===== src/rtl/wb_trace_fifo_pkg.sv =====
// Shared definitions for the write-back trace stream: record width and field
// positions, so every trace producer and consumer agrees on the layout.
package wb_trace_fifo_pkg;

  localparam int TRACE_W  = 69;
  localparam int PC_MSB   = 68;
  localparam int PC_LSB   = 37;
  localparam int ADDR_MSB = 36;
  localparam int ADDR_LSB = 32;
  localparam int DATA_MSB = 31;
  localparam int DATA_LSB = 0;

endpackage


===== src/rtl/wb_trace_fifo_if.sv =====
// W-stage register-write tap plus the valid/ready drain port of the trace FIFO.
interface wb_trace_fifo_if;

  logic        wb_we;
  logic [31:0] wb_pc;
  logic [4:0]  wb_addr;
  logic [31:0] wb_data;

  logic        out_valid;
  logic        out_ready;
  logic [31:0] out_pc;
  logic [4:0]  out_addr;
  logic [31:0] out_data;

  modport master (
    output wb_we, wb_pc, wb_addr, wb_data, out_ready,
    input  out_valid, out_pc, out_addr, out_data
  );

  modport slave (
    input  wb_we, wb_pc, wb_addr, wb_data, out_ready,
    output out_valid, out_pc, out_addr, out_data
  );

endinterface


===== src/rtl/wb_trace_fifo_sync_fifo.sv =====
// Generic single-clock first-word-fall-through FIFO with occupancy count.
// The caller must not push when full unless it pops in the same cycle.
module sync_fifo #(
  parameter int WIDTH = 8,
  parameter int DEPTH = 16
) (
  input  logic                     clk,
  input  logic                     reset,
  input  logic                     push_i,
  input  logic                     pop_i,
  input  logic [WIDTH-1:0]         wdata_i,
  output logic [WIDTH-1:0]         rdata_o,
  output logic                     full_o,
  output logic                     empty_o,
  output logic [$clog2(DEPTH):0]   count_o
);

  localparam int AW = $clog2(DEPTH);
  localparam int CW = AW + 1;

  logic [WIDTH-1:0] mem_q [DEPTH];
  logic [AW-1:0]    wr_ptr_q, wr_ptr_d;
  logic [AW-1:0]    rd_ptr_q, rd_ptr_d;
  logic [CW-1:0]    count_q, count_d;

  // NOTE: every variable gets a default at the top of always_comb so no path leaves it unassigned (no latch).
  always_comb begin
    wr_ptr_d = wr_ptr_q;
    rd_ptr_d = rd_ptr_q;
    count_d  = count_q;
    if (push_i) wr_ptr_d = wr_ptr_q + 1'b1;
    if (pop_i)  rd_ptr_d = rd_ptr_q + 1'b1;
    case ({push_i, pop_i})
      2'b10:   count_d = count_q + 1'b1;
      2'b01:   count_d = count_q - 1'b1;
      default: count_d = count_q;
    endcase
  end

  // NOTE: registers use non-blocking assignment so all flops update from pre-edge values.
  always_ff @(posedge clk) begin
    if (reset) begin
      wr_ptr_q <= '0;
      rd_ptr_q <= '0;
      count_q  <= '0;
    end else begin
      wr_ptr_q <= wr_ptr_d;
      rd_ptr_q <= rd_ptr_d;
      count_q  <= count_d;
    end
  end

  // NOTE: storage is deliberately not reset; pointers and count alone define what is valid.
  always_ff @(posedge clk) begin
    if (push_i) mem_q[wr_ptr_q] <= wdata_i;
  end

  assign rdata_o = mem_q[rd_ptr_q];
  assign full_o  = (count_q == CW'(DEPTH));
  assign empty_o = (count_q == '0);
  assign count_o = count_q;

endmodule


===== src/rtl/wb_trace_fifo.sv =====
// Write-back trace capture: filters $0 writes, buffers GRF writes in a FWFT FIFO,
// and accounts for entries lost while the FIFO is full.
module wb_trace_fifo
  import wb_trace_fifo_pkg::*;
#(
  parameter int DEPTH       = 16,
  parameter bit FILTER_ZERO = 1'b1,
  parameter int DROP_W      = 16
) (
  input  logic                   clk,
  input  logic                   reset,
  wb_trace_fifo_if.slave         bus,
  output logic [$clog2(DEPTH):0] count,
  output logic                   overflow,
  output logic [DROP_W-1:0]      drop_cnt
);

  logic               cap, push, pop, full, empty;
  logic [TRACE_W-1:0] wdata, head;
  logic               overflow_q, overflow_d;
  logic [DROP_W-1:0]  drop_cnt_q, drop_cnt_d;

  assign cap  = bus.wb_we & ~(FILTER_ZERO & (bus.wb_addr == 5'd0));
  assign pop  = ~empty & bus.out_ready;
  assign push = cap & (~full | pop);

  assign wdata[PC_MSB:PC_LSB]     = bus.wb_pc;
  assign wdata[ADDR_MSB:ADDR_LSB] = bus.wb_addr;
  assign wdata[DATA_MSB:DATA_LSB] = bus.wb_data;

  sync_fifo #(
    .WIDTH (TRACE_W),
    .DEPTH (DEPTH)
  ) u_fifo (
    .clk     (clk),
    .reset   (reset),
    .push_i  (push),
    .pop_i   (pop),
    .wdata_i (wdata),
    .rdata_o (head),
    .full_o  (full),
    .empty_o (empty),
    .count_o (count)
  );

  // A capture that finds the FIFO full with no simultaneous pop is lost.
  always_comb begin
    overflow_d = overflow_q;
    drop_cnt_d = drop_cnt_q;
    if (cap & full & ~pop) begin
      overflow_d = 1'b1;
      if (drop_cnt_q != '1) drop_cnt_d = drop_cnt_q + 1'b1;
    end
  end

  always_ff @(posedge clk) begin
    if (reset) begin
      overflow_q <= 1'b0;
      drop_cnt_q <= '0;
    end else begin
      overflow_q <= overflow_d;
      drop_cnt_q <= drop_cnt_d;
    end
  end

  assign overflow = overflow_q;
  assign drop_cnt = drop_cnt_q;

  // Stale storage never leaks onto the port while nothing is queued.
  assign bus.out_valid = ~empty;
  assign bus.out_pc    = empty ? '0 : head[PC_MSB:PC_LSB];
  assign bus.out_addr  = empty ? '0 : head[ADDR_MSB:ADDR_LSB];
  assign bus.out_data  = empty ? '0 : head[DATA_MSB:DATA_LSB];

endmodule


===== src/flat_wrapper.sv =====
// flat-port wrapper written by rule: the top's interface ports become plain ports
module wb_trace_fifo_flat import wb_trace_fifo_pkg::*;
#(
  parameter int DEPTH       = 16,
  parameter bit FILTER_ZERO = 1'b1,
  parameter int DROP_W      = 16
)
  (clk, reset, count, overflow, drop_cnt, bus_wb_we, bus_wb_pc, bus_wb_addr, bus_wb_data, bus_out_ready, bus_out_valid, bus_out_pc, bus_out_addr, bus_out_data);
  wb_trace_fifo_if bus_i ();
  input  logic clk;
  input  logic reset;
  output logic [$clog2(DEPTH):0] count;
  output logic overflow;
  output logic [DROP_W-1:0] drop_cnt;
  input wire logic [$bits(bus_i.wb_we)-1:0] bus_wb_we;
  input wire logic [$bits(bus_i.wb_pc)-1:0] bus_wb_pc;
  input wire logic [$bits(bus_i.wb_addr)-1:0] bus_wb_addr;
  input wire logic [$bits(bus_i.wb_data)-1:0] bus_wb_data;
  input wire logic [$bits(bus_i.out_ready)-1:0] bus_out_ready;
  output wire logic [$bits(bus_i.out_valid)-1:0] bus_out_valid;
  output wire logic [$bits(bus_i.out_pc)-1:0] bus_out_pc;
  output wire logic [$bits(bus_i.out_addr)-1:0] bus_out_addr;
  output wire logic [$bits(bus_i.out_data)-1:0] bus_out_data;
  assign bus_i.wb_we = bus_wb_we;
  assign bus_i.wb_pc = bus_wb_pc;
  assign bus_i.wb_addr = bus_wb_addr;
  assign bus_i.wb_data = bus_wb_data;
  assign bus_i.out_ready = bus_out_ready;
  assign bus_out_valid = bus_i.out_valid;
  assign bus_out_pc = bus_i.out_pc;
  assign bus_out_addr = bus_i.out_addr;
  assign bus_out_data = bus_i.out_data;
  wb_trace_fifo #(.DEPTH(DEPTH), .FILTER_ZERO(FILTER_ZERO), .DROP_W(DROP_W)) u_core (.clk(clk), .reset(reset), .bus(bus_i), .count(count), .overflow(overflow), .drop_cnt(drop_cnt));
endmodule

===== config.mk =====
export PLATFORM = sky130hd
export DESIGN_NAME = wb_trace_fifo_flat
export DESIGN_NICKNAME = d
export VERILOG_FILES = /design/src/rtl/wb_trace_fifo_pkg.sv /design/src/rtl/wb_trace_fifo_if.sv /design/src/rtl/wb_trace_fifo_sync_fifo.sv /design/src/rtl/wb_trace_fifo.sv /design/src/flat_wrapper.sv
export SDC_FILE = /design/constraint.sdc
export NUM_CORES = 1
export LEC_CHECK = 0
export BUFFER_PORTS_ARGS = -buffer_cell sky130_fd_sc_hd__buf_4
export CAP_MARGIN = 20
export CELL_PAD_IN_SITES_DETAIL_PLACEMENT = 2
export CELL_PAD_IN_SITES_GLOBAL_PLACEMENT = 2
export CORE_MARGIN = 5
export CORE_UTILIZATION = 49
export DETAILED_ROUTE_END_ITERATION = 10
export GPL_TIMING_DRIVEN = 0
export PLACE_DENSITY = 0.82
export RECOVER_POWER = 25
export SLEW_MARGIN = 10
export SYNTH_ARGS = -nofsm -noshare
export SYNTH_HDL_FRONTEND = slang
export SYNTH_HIERARCHICAL = 1
export SYNTH_SLANG_ARGS = --single-unit

===== constraint.sdc =====
create_clock -name clk -period 5.9 [get_ports clk]
set_input_delay 0.885 -clock clk [delete_from_list [all_inputs] [get_ports clk]]
set_output_delay 0.885 -clock clk [all_outputs]
set_load 0.02 [all_outputs]

==> results of run 1 <==
## per-layer routing
metal | vias to the layer above | share of wire
met1 | 12900 | 0.37
met2 | 1446 | 0.52
li1 | 8944 | -
met3 | 332 | 0.070
met4 | 8 | 0.042
met5 | - | 0.00028
## flip-flops by register name, summed over array words and instances (netlist names), named ones only
signal,cells
u_core/u_fifo/mem_q,1104
u_core/drop_cnt,16
u_core/u_fifo/count_o,5
u_core/u_fifo/rd_ptr_q,4
u_core/u_fifo/wr_ptr_q,4
u_core/overflow,1
## cell usage after synthesis (2+ instances only)
library cell,count,area share
a221oi_1,2,0.00040
nor2b_1,75,0.011
and2_1,17,0.0024
clkbuf_1,47,0.0041
nand2_1,80,0.0069
and3_1,5,0.00072
a21oi_1,4,0.00046
buf_6,13,0.0034
dfxtp_1,34,0.016
nor3b_1,3,0.00052
or4_1,4,0.00069
inv_1,7,0.00060
nor2_1,33,0.0028
nand3_1,10,0.0011
nand4_1,6,0.00086
edfxtp_1,1104,0.76
or3_1,3,0.00043
ha_1,10,0.0029
buf_2,17,0.0020
nor4b_1,3,0.00060
buf_1,19,0.0016
xor2_1,7,0.0014
mux2_2,3,0.00078
mux2i_1,4,0.00092
nor4_1,7,0.0010
mux4_2,276,0.14
nor3_1,5,0.00057
o21ai_0,4,0.00046
buf_4,14,0.0024
a22oi_1,138,0.024
xnor2_1,12,0.0024
## critical path, stage by stage
cell and delay [ps]:
clkbuf_1 360, or4_1 730, o21ai_0 930, clkbuf_1 550
nor2b_1 120, clkbuf_1 270, inv_1 260, ha_1 240
buf_2 240, xor2_1 230, ha_1 320, a21oi_1 110
a221oi_1 490, or4b_1 540, nand3_1 150
## power breakdown
part	total, W	switching, W	internal, W	leakage [nW]
Combinational	0.00604	0.00359	0.00245	3.83
Clock	0.00755	0.00328	0.00427	1.85
Sequential	0.00933	0.000156	0.00917	10.2
## path summary, 6_finish.rpt
path	slack (ps)	endpoint	depth (start not counted)	startpoint
setup / recovery	90	u_core/u_fifo/count_o[4]$_SDFFE_PP0P_	15	bus_wb_addr[2]
hold / removal	520	u_core/u_fifo/mem_q[8][60]$_DFFE_PP_	1	bus_wb_pc[23]
setup reg to reg	180	u_core/u_fifo/count_o[4]$_SDFFE_PP0P_	16	u_core/u_fifo/count_o[1]$_SDFFE_PP0P_
hold reg to reg	540	u_core/drop_cnt[13]$_SDFFE_PP0P_	2	u_core/drop_cnt[13]$_SDFFE_PP0P_
## cell type report
class                      count  area (sq um)  share of cell area
antenna                        8          20.0            0.000397
sequential                  1138         33800               0.672
inverter                       7          26.3            0.000522
timing repair buffer         184          1540              0.0306
buffer                       110           584              0.0116
clock inverter                68           596              0.0118
multi-input combinational    724          9130               0.181
clock buffer                 153          3190              0.0633
tap                         1165          1460              0.0289
## cell families after synthesis
logic type	after synthesis	synth area share
DFF	1138	0.777
muxes	283	0.145
and+or+nand+nor	260	0.0316
AOI/OAI and AO/OA	152	0.0258
buffers and inverters	117	0.0140
xor gates and xnor gates	19	0.00382
adders and majority gates	10	0.00287
## metrics by stage
stage	std cells	utilization	total power (W)
CTS	3549	0.573	0.0231
detailed placement	3328	0.530	0.0154
global placement	3308	0.524	0.0150
finish	3557	0.571	0.0229
global route	3554	0.571	0.0237
floorplan	1979	-	0.0130
## cells in the final DEF (no fill, tap or decap), drive strengths merged, types with 5 or more instances in the layout
cell | synthesis | routed
edfxtp | 1104 | 1104
mux4 | 276 | 276
clkbuf | 47 | 248
buf | 63 | 199
a22oi | 138 | 138
nand2 | 80 | 80
nor2b | 76 | 76
clkinv | 0 | 52
dfxtp | 34 | 34
nor2 | 33 | 33
and2 | 17 | 17
xnor2 | 12 | 12
bufinv | 0 | 11
inv | 7 | 11
nand3 | 10 | 10
ha | 10 | 10
diode | 0 | 8
nor4 | 8 | 8
xor2 | 7 | 7
nand4 | 6 | 6
and3 | 5 | 5
nor3 | 5 | 5
==> results.toml, run 1 <==
[yosys]
synthFlopType = "edfxtp_1"
syn_avg_cell_area_sq_um = 22.0
yosysSeqAreaShare = 0.777
ys.warnings.count = 6
synth_edf_count = 1104
syn-num-nets = 2062
synth_cell_types = 44
netlist_area_sq_um = 43500
ys_ff_latch = 1138
async_flop_share = 0
syn_inst = 1979

[cts]
root_buffer = "clkbuf_16"
numCtsBuffers = 118
clk_pin_slew_ps = 60
cts_tree = "done"
post_cts_resized = 0
numClockSinks = 1138
htree_levels = 3
cts_buffer_depth = 3
hold_buffers = 0
insertion_delay_ps = 700
cts_setup_buffers = 0

[final_layout]
nets = 2366
drive_gt1_frac = 0.268
area_delta_synth_final_pct = 15.7
postLayoutCellArea_sq_um = 50400
fill_cells = 7261

[grt]
grt_use_met1 = 0.405
grt_pass1_vias = 25600
gr-usage-met3 = 0.0570
grt.busiest_layer = "met2"
antenna_found_initial = 13
grt.total_usage = 0.319
grt_overflow_total = 0
grt_pass1_wl_mm = 210
use_met2 = 0.549
grt_max_degree = 44

[die]
die_area_sq_um = 94900
rows = 109
ios = 165
dieWidth_um = 308
core_sq_um = 88200
initial_core_util = 0.493
dieHeight_um = 308

[detailed_routing]
drc = 0
post_drt_wl_per_cell_um = 42.4
num_vias = 23700
drt_wl_total_mm = 151
first_pass_iters = 6
drtIter0Drc = 3111
vias_per_cell = 6.66
ant_nets = 0

[timing]
hold_ws_ps = 516
rsz0062_at_grt = "false"
finalSetupViolCount = 0
tightest_slew_ps = 1140
finalCritPeriodShare = 0.985
finalHoldViolCount = 0
fin_crit_ps = 5810
fin_skew_ps = 25.7
slew_viol_final = 0
fmax_mhz = 172
fin_setup_tns_ps = 0
relSlewSlack = 0.238
fin_ws_ps = 88.3

[setup_path]
path_max_fanout = 17
worstPathRequired_ps = 6520
critPathCaptureType = "flop"
startpoint_type = "primary input"
critPathArrivalTime_ps = 6440
setup.worst_path.class = "in -> reg"

[placement]
dp_worst_setup_slack_ps = 196
gp_congestion = 0.731
dp_hpwl_mm = 86.0
io_buffers = 164
placed_area_sq_um = 46800

[power]
leakagePower_nw = 15.9
power.density_nw_per_um2 = 455
peakVddDrop_v = 0.000314

[run_status]
outcome = "complete, no violations"

[min_path]
hold_class = "in -> reg"

[run]
drv_cap = 0
(Power assumes the default switching activity.)
==> run 2, diff against run 1 <==
--- a/config.mk
+++ b/config.mk
@@ -5,17 +5,19 @@
 export SDC_FILE = /design/constraint.sdc
 export NUM_CORES = 1
 export LEC_CHECK = 0
+export ABC_AREA = 0
 export BUFFER_PORTS_ARGS = -buffer_cell sky130_fd_sc_hd__buf_4
 export CAP_MARGIN = 20
 export CELL_PAD_IN_SITES_DETAIL_PLACEMENT = 2
 export CELL_PAD_IN_SITES_GLOBAL_PLACEMENT = 2
+export CORE_ASPECT_RATIO = 1.75
 export CORE_MARGIN = 5
 export CORE_UTILIZATION = 49
 export DETAILED_ROUTE_END_ITERATION = 10
 export GPL_TIMING_DRIVEN = 0
 export PLACE_DENSITY = 0.82
 export RECOVER_POWER = 25
-export SLEW_MARGIN = 10
+export SLEW_MARGIN = 20
 export SYNTH_ARGS = -nofsm -noshare
 export SYNTH_HDL_FRONTEND = slang
 export SYNTH_HIERARCHICAL = 1
==> run 2 against run 1 <==
Critical path depth fell by 3. Clock power down 4.0%. Sequential cell count is the same. Global-route usage down 0.12 points. Final cell count shrank 0.48%. Non-clock buffer count is 12 higher. Critical path type is now reg -> reg. Setup slack improved by 860 ps. Via count is 0.22% lower. Sequential power is essentially flat. Power fell by 1.3%. Clock skew increased by 2.9 ps. Die area up 0.25%.
==> results.toml, run 2 (synthesized netlist as in run 1, its figures left out) <==
[setup_path]
startpoint_type = "flop"
path_cells = "or4_1, nor2_2, nor2b_2, nand2b_4, clkbuf_1, nor2b_1, clkbuf_1, inv_1, nor3b_1, and2_4, buf_16, buf_12"
r2r-start = "u_core/u_fifo/count_o[1]$_SDFFE_PP0P_"
r2r_end = "u_core/u_fifo/mem_q[9][26]$_DFFE_PP_"
path_max_fanout = 28
slowest_delay_ps = 640
crit_top_cell = "clkbuf_1"
reg2reg_depth = 12
slowest_stage = "nor3b_1"
worst-path-buf-inv = 5
path_delay_family = "simple AND/OR/NAND/NOR gates"
critPathCaptureType = "flop"
ff2ff_setup_slack_ps = 950
critPathArrivalTime_ps = 5330
setup.worst_path.class = "reg -> reg"
worstPathRequired_ps = 6280

[grt]
grt_overflow_total = 0
grt_max_degree = 37
grt_pass1_vias = 25700
grt_pass1_wl_mm = 212
antenna_found_initial = 7
grt.total_usage = 0.317

[cts]
root_buffer = "clkbuf_16"
cts_buffer_depth = 3
insertion_delay_ps = 710
htree_levels = 3
cts_setup_buffers = 0
numCtsBuffers = 104
post_cts_resized = 0
clk_pin_slew_ps = 70
numClockSinks = 1138
hold_buffers = 0
cts_tree = "done"

[run_status]
outcome = "complete, no violations"

[timing]
tightest_slew_ps = 1200
slew_viol_final = 0
finalCritPeriodShare = 0.839
fin_skew_ps = 28.6
fin_ws_ps = 951
finalSetupViolCount = 0
rsz0062_at_grt = "false"
fin_crit_ps = 4950
fmax_mhz = 202
finalHoldViolCount = 0
relSlewSlack = 0.202

[final_layout]
final_util = 0.572
regMostFlops = "u_core/u_fifo/mem_q"
final_cell_mix = "edfxtp_1 (1,104), mux4_2 (276), a22oi_1 (138), buf_4 (127), clkbuf_16 (109)"
largest_reg_flops = 1104
drive_gt1_frac = 0.274
area_delta_synth_final_pct = 15.7
multi_input_area_sq_um = 9120
fill_cells = 7098
regArea_sq_um = 33800
nets = 2364
finalNonFillerCells = 3540
layout_commonest_cell = "edfxtp_1"

[min_path]
holdPathStages = 2
hold_start = "u_core/overflow$_SDFFE_PP0P_"
hold_class = "reg -> reg"
min_to = "u_core/overflow$_SDFFE_PP0P_"

[power]
leakagePower_nw = 15.9
power.total_w = 0.0226
peakVddDrop_v = 0.000298
power.density_nw_per_um2 = 450

[placement]
dp_worst_setup_slack_ps = 915
io_buffers = 164
gp_congestion = 0.766
place_inst = 3343
dp_hpwl_mm = 89.8

[die]
dieHeight_um = 404
ios = 165
dieWidth_um = 235
core_sq_um = 88100
initial_core_util = 0.494
rows = 144
die_area_sq_um = 95100

[run]
drv_cap = 0

[detailed_routing]
drt_wl_total_mm = 151
vias_per_cell = 6.67
first_pass_iters = 5
drc = 0
drtIter0Drc = 3075
num_vias = 23600
post_drt_wl_per_cell_um = 42.6
ant_nets = 0
run 2: changes by cell type in the layout (fill, tap and decap cells not counted), sizes merged:
| cell | before | now |
|---|---|---|
| clkbuf | 248 | 217 |
| buf | 199 | 208 |
| clkinvlp | 1 | 9 |
| clkinv | 52 | 46 |
| bufinv | 11 | 15 |
| diode | 8 | 4 |
run 2: power by group:
group	internal, W	total, W	switching (W)
logic	0.00245	0.00606	0.00361
clock network	0.00403	0.00725	0.00322
registers	0.00917	0.00932	0.000154
run 2: routing by layer:
layer,global-route usage,routed length [um]
met5,0,46
met4,0.117,6290
met3,0.0444,9590
met2,0.574,80600
met1,0.392,54400
run 2: cell type report:
type / instances / share of cell area
clock inverter: 74 / 0.0152
tap: 1168 / 0.0290
multi-input combinational: 724 / 0.181
antenna: 4 / 0.000199
sequential: 1138 / 0.672
clock buffer: 119 / 0.0549
buffer: 110 / 0.0116
inverter: 7 / 0.000522
timing repair buffer: 196 / 0.0354
run 2: worst max-delay path by stage:
stage / start / end / slack [ps] / cells past startpoint
floorplan: bus_out_ready / u_core/u_fifo/mem_q[10][0]$_DFFE_PP_ / 1430 / 8
global placement: u_core/u_fifo/count_o[1]$_SDFFE_PP0P_ / u_core/u_fifo/mem_q[10][63]$_DFFE_PP_ / -1300 / 10
detailed placement: bus_out_ready / u_core/u_fifo/mem_q[8][60]$_DFFE_PP_ / 910 / 11
CTS: u_core/u_fifo/count_o[1]$_SDFFE_PP0P_ / u_core/u_fifo/mem_q[9][26]$_DFFE_PP_ / 940 / 12
global route: u_core/u_fifo/count_o[1]$_SDFFE_PP0P_ / u_core/u_fifo/mem_q[8][22]$_DFFE_PP_ / 870 / 12
finish: u_core/u_fifo/count_o[1]$_SDFFE_PP0P_ / u_core/u_fifo/mem_q[9][26]$_DFFE_PP_ / 950 / 12
run 2: metrics by stage:
stage / hold WS (ps) / TNS (ps) / area (sq um)
after floorplan: 485 / 0 / 43500
after global placement: 463 / -1195090 / 46200
after detailed placement: 490 / 0 / 47000
after CTS: 453 / 0 / 50500
after global routing: 522 / 0 / 50300
final: 505 / 0 / 50400
run 2: worst reg2reg max path, cell delays in order, from the launching register on:
cell and delay (ps):
dfxtp_1 550, or4_1 230, nor2_2 110, nor2b_2 400, nand2b_4 230, clkbuf_1 420, nor2b_1 240, clkbuf_1 390
inv_1 190, nor3b_1 640, and2_4 570, buf_16 320, buf_12 310
==> run 3, diff against run 2 <==
--- a/config.mk
+++ b/config.mk
@@ -5,14 +5,14 @@
 export SDC_FILE = /design/constraint.sdc
 export NUM_CORES = 1
 export LEC_CHECK = 0
-export ABC_AREA = 0
+export ABC_AREA = 1
 export BUFFER_PORTS_ARGS = -buffer_cell sky130_fd_sc_hd__buf_4
 export CAP_MARGIN = 20
 export CELL_PAD_IN_SITES_DETAIL_PLACEMENT = 2
 export CELL_PAD_IN_SITES_GLOBAL_PLACEMENT = 2
 export CORE_ASPECT_RATIO = 1.75
 export CORE_MARGIN = 5
-export CORE_UTILIZATION = 49
+export CORE_UTILIZATION = 43
 export DETAILED_ROUTE_END_ITERATION = 10
 export GPL_TIMING_DRIVEN = 0
 export PLACE_DENSITY = 0.82
==> constraint.sdc (replaced) <==
create_clock -name clk -period 4.8 [get_ports clk]
set_input_delay 0.72 -clock clk [delete_from_list [all_inputs] [get_ports clk]]
set_output_delay 0.72 -clock clk [all_outputs]
set_load 0.02 [all_outputs]
==> run 3 against run 2 <==
The run now ends with negative setup slack left. Combinational power rose by 44%. Non-clock buffer count increased by 149. Routed wire length grew 34%. Utilization down 7.2 points. First-iteration DRC count increased by 9.9%. Area after synthesis increased by 9.8%. Count of clock-buffer cells in the layout up 6. Global-route usage increased by 2.1 points. Via count is 52% higher. Clock skew up 11 ps. Critical endpoint is now bus_out_pc[29].
==> results.toml, run 3 <==
[min_path]
hold_start = "reset"
hold_class = "in -> reg"

[yosys]
synth_edf_count = 1104
synth_most_common_cell = "edfxtp_1"
yosys-top-cells-area = "edfxtp_1 (69%), inv_1 (5.2%), nand3_1 (4.5%)"
synth_cell_types = 30
netlist_area_sq_um = 47800
ys_ff_latch = 1138
syn_inst = 3917
yosys-top-cells-count = "edfxtp_1 (1,104), inv_1 (656), nand3_1 (432), nand2_1 (423), a21oi_1 (300)"
async_flop_share = 0
ys.warnings.count = 6
synthFlopType = "edfxtp_1"
yosys.area.top_type = "edfxtp_1"
yosysSeqAreaShare = 0.708
syn-num-nets = 4000
synth_top_area_share = 0.693
syn_avg_cell_area_sq_um = 12.2

[setup_path]
r2r-start = "u_core/u_fifo/count_o[0]$_SDFFE_PP0P_"
slowest_stage = "clkinv_1"
startpoint_type = "flop"
reg2reg_depth = 12
critPathCaptureType = "primary output"
cp.depth = 9
setup.worst_path.class = "reg -> out"
crit_end = "bus_out_pc[29]"
critPathArrivalTime_ps = 4130
slowest_delay_ps = 720
r2r_end = "u_core/u_fifo/mem_q[5][1]$_DFFE_PP_"
path_cells = "buf_2, clkinv_1, buf_1, clkbuf_1, nand3_1, nand2_1, inv_1, nor2_1, buf_4"
worst-path-buf-inv = 6
worstPathRequired_ps = 4080
path_max_fanout = 10
ff2ff_setup_slack_ps = 870
path_delay_family = "buffers and inverters"

[detailed_routing]
drtIter0Drc = 3380
num_vias = 35800
vias_per_cell = 6.16
first_pass_iters = 6
drt_wl_total_mm = 203
post_drt_wl_per_cell_um = 34.9
drc = 0
ant_nets = 0

[final_layout]
area_delta_synth_final_pct = 15.7
largest_reg_flops = 1104
drive_gt1_frac = 0.138
layout_commonest_cell = "edfxtp_1"
postLayoutCellArea_sq_um = 55300
nets = 4323
regMostFlops = "u_core/u_fifo/mem_q"
multi_input_area_sq_um = 10300
final_util = 0.499
regArea_sq_um = 33800
final_cell_mix = "edfxtp_1 (1,104), inv_1 (656), nand3_1 (432), nand2_1 (423), a21oi_1 (300)"
fill_cells = 10800

[timing]
fin_ws_ps = -52.2
hold_ws_ps = 273
finalSetupViolCount = 2
relSlewSlack = 0.133
slew_viol_final = 0
fin_skew_ps = 40.0
finalHoldViolCount = 0
fmax_mhz = 206
rsz0062_at_grt = "false"
fin_crit_ps = 4850
tightest_slew_ps = 1300
finalCritPeriodShare = 1.01

[cts]
insertion_delay_ps = 750
post_cts_resized = 0
root_buffer = "clkbuf_16"
cts_setup_buffers = 0
cts_buffer_depth = 3
htree_levels = 3
numCtsBuffers = 106
clk_pin_slew_ps = 70
hold_buffers = 0
cts_tree = "done"
numClockSinks = 1138

[power]
p_seq_frac = 0.394
power.total_w = 0.0287
switchingPower_w = 0.0107
pwr-share-comb = 0.304
intPower_w = 0.0180
swShare = 0.373
peakVddDrop_v = 0.000350
power.density_nw_per_um2 = 518
clkPwrFrac = 0.302
leakagePower_nw = 20.0

[placement]
placed_area_sq_um = 52200
io_buffers = 164
gp_congestion = 0.831
dp_hpwl_mm = 129

[grt]
grt_pass1_vias = 40400
grt.total_usage = 0.338
grt_overflow_total = 0
grt_max_degree = 25
antenna_found_initial = 7
grt_pass1_wl_mm = 290

[run_status]
violations = "negative setup slack"
outcome = "finished, violations left"

[die]
core_sq_um = 111000
ios = 165
initial_core_util = 0.431
die_area_sq_um = 118000
rows = 162
dieHeight_um = 451
dieWidth_um = 262

[run]
drv_cap = 0
## run 3: cell types whose count changed in the layout (fill, tap and decap cells not counted), moves of 138 or more
| cell | previous run | this run |
|---|---|---|
| o211ai_1 | 0 | 145 |
| nand3_1 | 10 | 432 |
| o21ai_0 | 4 | 286 |
| inv_1 | 7 | 656 |
| mux4_2 | 276 | 0 |
| a22oi_1 | 138 | 0 |
| nand2_1 | 80 | 423 |
| a21oi_1 | 4 | 300 |
## run 3: cell type report
class / count / share of cell area
Antenna cell: 7 / 0.000317
Clock buffer: 125 / 0.0498
Tap cell: 1476 / 0.0334
Timing Repair Buffer: 216 / 0.0394
Buffer: 239 / 0.0231
Multi-Input combinational cell: 1880 / 0.187
Inverter: 659 / 0.0447
Clock inverter: 75 / 0.0109
Sequential cell: 1138 / 0.611
## run 3: routing by layer
layer / share of wire / GRT usage
met5: 0.00012 / 0
met4: 0.081 / 0.224
met3: 0.059 / 0.0559
met2: 0.53 / 0.609
met1: 0.33 / 0.360
## run 3: through the flow
stage / TNS (ps) / instances / setup WS (ps)
floorplan: -105810 / 3917 / -129
global placement: -3609500 / 5557 / -3820
detailed placement: 0 / 5608 / 827
CTS: 0 / 5807 / 71.3
global route: 0 / 5808 / 26.4
finish: -74.4 / 5815 / -52.2
## run 3: power groups by stage
| stage | logic (W) | clock network (W) | registers [W] |
|---|---|---|---|
| 6_report | 0.00870 | 0.00866 | 0.0113 |
| 2_1_floorplan | 0.00434 | 0 | 0.0115 |
| 5_1_grt | 0.00906 | 0.00920 | 0.0113 |
| 4_1_cts | 0.00862 | 0.00876 | 0.0113 |
| 3_3_place_gp | 0.00765 | 0 | 0.0115 |
| 3_5_place_dp | 0.00827 | 0 | 0.0115 |
## run 3: cells by family after synthesis
group,Yosys count,synth area share
flip-flops,1138,0.708
AND/OR/NAND/NOR,995,0.0904
buffers and inverters,899,0.0784
AO/OA/AOI/OAI,866,0.119
adder cells (fa/ha/maj),10,0.00262
XOR/XNOR,9,0.00165
## run 3: worst min path at each step
stage | end | slack [ps] | depth (start not counted)
2_1_floorplan | flop | 450 | 2
3_3_place_gp | u_core/overflow$_SDFFE_PP0P_ | 460 | 1
3_5_place_dp | u_core/overflow$_SDFFE_PP0P_ | 460 | 1
4_1_cts | flop | 240 | 2
5_1_grt | u_core/drop_cnt[7]$_SDFFE_PP0P_ | 260 | 2
6_report | u_core/drop_cnt[7]$_SDFFE_PP0P_ | 270 | 2
